===== config.mk =====
export PLATFORM = sky130hd
export DESIGN_NAME = ysyx_22050058_pipe_stage
export DESIGN_NICKNAME = d
export VERILOG_FILES = /design/src/rtl/ysyx_22050058_pipe_stage.sv
export SDC_FILE = /design/constraint.sdc
export NUM_CORES = 1
export LEC_CHECK = 0
export CAP_MARGIN = 10
export CORE_MARGIN = 2
export CORE_UTILIZATION = 55
export CTS_BUF_LIST = sky130_fd_sc_hd__clkbuf_16
export CTS_CLUSTER_DIAMETER = 120
export CTS_CLUSTER_SIZE = 28
export DETAILED_ROUTE_END_ITERATION = 16
export GPL_TIMING_DRIVEN = 0
export PLACE_DENSITY_LB_ADDON = 0.25
export SLEW_MARGIN = 20
export SYNTH_ARGS = -nofsm -noshare
export SYNTH_HDL_FRONTEND = slang
export SYNTH_SLANG_ARGS = --single-unit

===== constraint.sdc =====
create_clock -name clk -period 5.5 [get_ports clk]
set_clock_uncertainty 0.05 [all_clocks]
set_input_delay 1.1 -clock clk [delete_from_list [all_inputs] [get_ports clk]]
set_output_delay 1.1 -clock clk [all_outputs]
set_load 0.005 [all_outputs]

===== src/rtl/ysyx_22050058_pipe_stage.sv =====
// Pipeline stage register with valid/ready handshake between core stages.
// SKID=1 adds a second entry so that in_ready comes only from registers.
// With SKID=0 the skid entry never fills: in_ready then only allows a load
// into a full main register when the head leaves in the same cycle.
module ysyx_22050058_pipe_stage #(
  parameter int                 DATA_W      = 160,
  parameter logic [DATA_W-1:0]  RST_DATA    = '0,
  parameter logic [DATA_W-1:0]  BUBBLE_DATA = '0,
  parameter bit                 CLR_BUBBLE  = 1'b1,
  parameter bit                 SKID        = 1'b1
) (
  input  logic              clk,
  input  logic              rst,
  input  logic              in_valid,
  output logic              in_ready,
  input  logic [DATA_W-1:0] in_data,
  output logic              out_valid,
  input  logic              out_ready,
  output logic [DATA_W-1:0] out_data,
  input  logic              flush,
  output logic [1:0]        count
);

  logic              skid_valid;
  logic [DATA_W-1:0] skid_data;
  logic              in_fire;
  logic              out_fire;

  // Upstream acceptance: registered-only in skid mode, pass-through otherwise.
  always_comb begin
    in_ready = 1'b0;
    if (SKID) begin
      in_ready = !skid_valid && rst && !flush;
    end else begin
      in_ready = (!out_valid || out_ready) && rst && !flush;
    end
  end

  assign in_fire  = in_valid && in_ready;
  assign out_fire = out_valid && out_ready;
  assign count    = {1'b0, out_valid} + {1'b0, skid_valid};

  // Main and skid entry update; flush wins over every handshake event.
  always_ff @(posedge clk or negedge rst) begin
    if (!rst) begin
      out_valid  <= 1'b0;
      out_data   <= RST_DATA;
      skid_valid <= 1'b0;
      skid_data  <= '0;
    end else if (flush) begin
      out_valid  <= 1'b0;
      skid_valid <= 1'b0;
      if (CLR_BUBBLE) out_data <= BUBBLE_DATA;
    end else if (out_fire) begin
      if (skid_valid) begin
        out_data   <= skid_data;
        skid_valid <= 1'b0;
      end else if (in_fire) begin
        out_data <= in_data;
      end else begin
        out_valid <= 1'b0;
        if (CLR_BUBBLE) out_data <= BUBBLE_DATA;
      end
    end else if (in_fire) begin
      if (!out_valid) begin
        out_valid <= 1'b1;
        out_data  <= in_data;
      end else begin
        skid_valid <= 1'b1;
        skid_data  <= in_data;
      end
    end
  end

endmodule


==> flow_metrics.env <==
export IMPL_status="finished clean"
export IMPL_num_vias=13000
export IMPL_ys_seq_elements=322
export IMPL_ys_seq_area_share_pct=50.7
export IMPL_std_cell_rows=62
export IMPL_design_core_area_um2=28600
export IMPL_crit_arrival_ps=2560
export IMPL_netlist_area_um2=15900
export IMPL_cp_cell_sequence="clkbuf_1, clkbuf_1, nor3b_1, clkdlybuf4s50_1"
export IMPL_r2r_end="out_data[32]"
export IMPL_hold_start="out_data[69]"
export IMPL_multiInputGateArea_um2=7120
export IMPL_dpl_hpwl_um=32400
export IMPL_cts_buffers=15
export IMPL_fin_nets=1809
export IMPL_synth_top_area_share_pct=50.7
export IMPL_avgSynthCellArea_um2=12.3
export IMPL_ys_types=26
export IMPL_synth_edf_count=0
export IMPL_areaGrowthSynthToFinish_pct=26.8
export IMPL_drc=0
export IMPL_grt_antenna_before_repair=8
export IMPL_reg2regPathDepth=6
export IMPL_synth_warnings=0
export IMPL_grt_pass1_vias=13100
export IMPL_startpoint_type="register"
export IMPL_post_cts_buffers=0
export IMPL_routed_top_layer="met5"
export IMPL_min_to="out_data[69]"
export IMPL_slew_viol_final=0
export IMPL_wl_met1_um=20200
export IMPL_min_period_ps=3710
export IMPL_wire_per_inst_um=22.7
export IMPL_ant_nets=0
export IMPL_holdPathStages=1
export IMPL_die_x_um=174
export IMPL_worstPathRequired_ps=4350
export IMPL_min_path_type="reg -> reg"
export IMPL_boundaryPins=329
export IMPL_setup_viol=0
export IMPL_p_leak_nw=8.36
export IMPL_grt_usage_pct=29.9
export IMPL_synth_main_ff_cell="dfrtp_1"
export IMPL_path_max_fanout=10
export IMPL_rsz0062_at_grt="no"
export IMPL_hold_viol=0
export IMPL_worst_slack_ps=1790
export IMPL_dieArea_um2=30300
export IMPL_mostFrequentLayoutCells="clkdlybuf4s50_1 (326), dfrtp_1 (322)"
export IMPL_cts_root_buf="clkbuf_16"
export IMPL_power_total_mw=4.97
export IMPL_slowest_delay_ps=570
export IMPL_r2r_slack_ps=2660
export IMPL_yosysTopAreaCell="dfrtp_1"
export IMPL_wl_met2_um=21100
export IMPL_drive_above_1_share_pct=8.16
export IMPL_async_flop_share_pct=100
export IMPL_fmax_ghz=0.269
export IMPL_path_class="reg -> out"
export IMPL_fillers=2074
export IMPL_cts_tree="done"
export IMPL_viasPerCell=6.38
export IMPL_final_common_cell="clkdlybuf4s50_1"
export IMPL_clk_latency_ps=530
export IMPL_grt_pass1_wl_um=72600
export IMPL_synth_area_leaders="dfrtp_1 (51%), and4_1 (8.8%), o2bb2ai_1 (8.8%), a211oi_1 (7.6%), a21boi_0 (7.6%)"
export IMPL_endpoint_kind="primary output"
export IMPL_drtPass1Iterations=5
export IMPL_wl_um=46100
export IMPL_register_area_um2=8060
export IMPL_min_period_over_period_pct=67.5
export IMPL_clock_path_buffers=3
export IMPL_path_clk_slew_ps=110
export IMPL_slew_headroom_pct=38.4
export IMPL_cts_sinks=322
export IMPL_syn_inst=1296
export IMPL_worst_slew_pin_slew_ps=923
export IMPL_htree_levels=1
export IMPL_grt_overflow=0
export IMPL_grt_max_degree=91
export IMPL_place_congestion=0.857
export IMPL_maxCapViolCount=0
export IMPL_postCtsHoldBufs=0
export IMPL_cp_slowest_cell="clkbuf_1"
export IMPL_powerDensity_nw_per_um2=247
export IMPL_die_y_um=174
export IMPL_place_ws_ps=1790
export IMPL_r2r_start="out_valid"
export IMPL_drt_initial_drc_count=926
export IMPL_peakVddDrop_mv=0.199
export IMPL_synthesis_nets=1462
export IMPL_dr_wl_met3_um=3060
export IMPL_start_util_pct=55.6
export IMPL_cts_resized=0
export IMPL_portBuffers=327
export IMPL_fin_setup_tns_ps=0
export IMPL_worst_path_most_repeated_cell="clkbuf_1"
==> Yosys cell counts, types with 2 or more instances <==
cell type  number
a211oi_1      160
a21boi_0      160
a21oi_1         2
and4_1        160
buf_1          11
buf_2          38
buf_6          10
clkbuf_1       99
dfrtp_1       322
mux2_1        100
mux2_2         60
o2bb2ai_1     160
==> routing by layer <==
metal | global-route usage (%) | vias up
met5 | 0 | -
met4 | 11.6 | 2
li1 | - | 5821
met2 | 46.6 | 548
met3 | 4.68 | 99
met1 | 42.3 | 6499
==> cell type report <==
cell class / count / share of cell area, %
antenna: 7 / 0.0869
buffer: 159 / 3.59
clock buffer: 15 / 1.86
clock inverter: 2 / 0.124
inverter: 1 / 0.0186
multi-input combinational: 814 / 35.3
sequential: 322 / 40.0
tap: 384 / 2.38
timing repair buffer: 330 / 16.7
==> worst max path at each step <==
| stage | startpoint | to | depth (start not counted) | slack [ps] |
|---|---|---|---|---|
| after global routing | skid_valid | in_ready | 4 | 1680 |
| after CTS | skid_valid | in_ready | 4 | 1810 |
| after floorplan | flush | in_ready | 1 | 3040 |
| after detailed placement | in_valid | out_data[40] | 6 | 1790 |
| after global placement | rst | out_data[54] | 6 | -10980 |
| final | skid_valid | in_ready | 4 | 1790 |
==> power by group <==
group          leakage (nW)  internal [mW]  switching [mW]
clock network         0.197          0.508           0.772
logic                  3.85          0.483           0.442
registers              4.31           2.63           0.137
total                  8.36           3.62            1.35
==> metrics by stage <==
stage	instance area [µm²]	cells	hold slack, ps	utilization, %
2_1_floorplan	15900	1296	407	-
3_3_place_gp	19700	2007	415	68.7
3_5_place_dp	19700	2010	423	69.0
4_1_cts	20100	2027	448	70.4
5_1_grt	20200	2030	454	70.4
6_report	20200	2034	446	70.4
==> state kept, by name (all words and copies together), names as in the netlist <==
name        count
out_data      160
skid_data     160
out_valid       1
skid_valid      1
==> worst max-delay path, delay by kind of cell (launching register included) <==
family                 cells  cell delay, ps
flip-flops                 1             460
AND/OR/NAND/NOR            1             100
buffers and inverters      3            1470
==> cell families (layout without fill, tap and decap cells) <==
logic type                 Yosys count  after routing  synth area share (%)
muxes                              160            160                  11.3
other                                0              7                     0
adders and majority gates            1              1                0.0787
AOI/OAI and AO/OA                  484            484                  24.1
and+or+nand+nor                    169            169                  9.28
buffers and inverters              160            507                  4.57
DFF                                322            322                  50.7
Note: power is estimated with default switching activity, not from simulation.
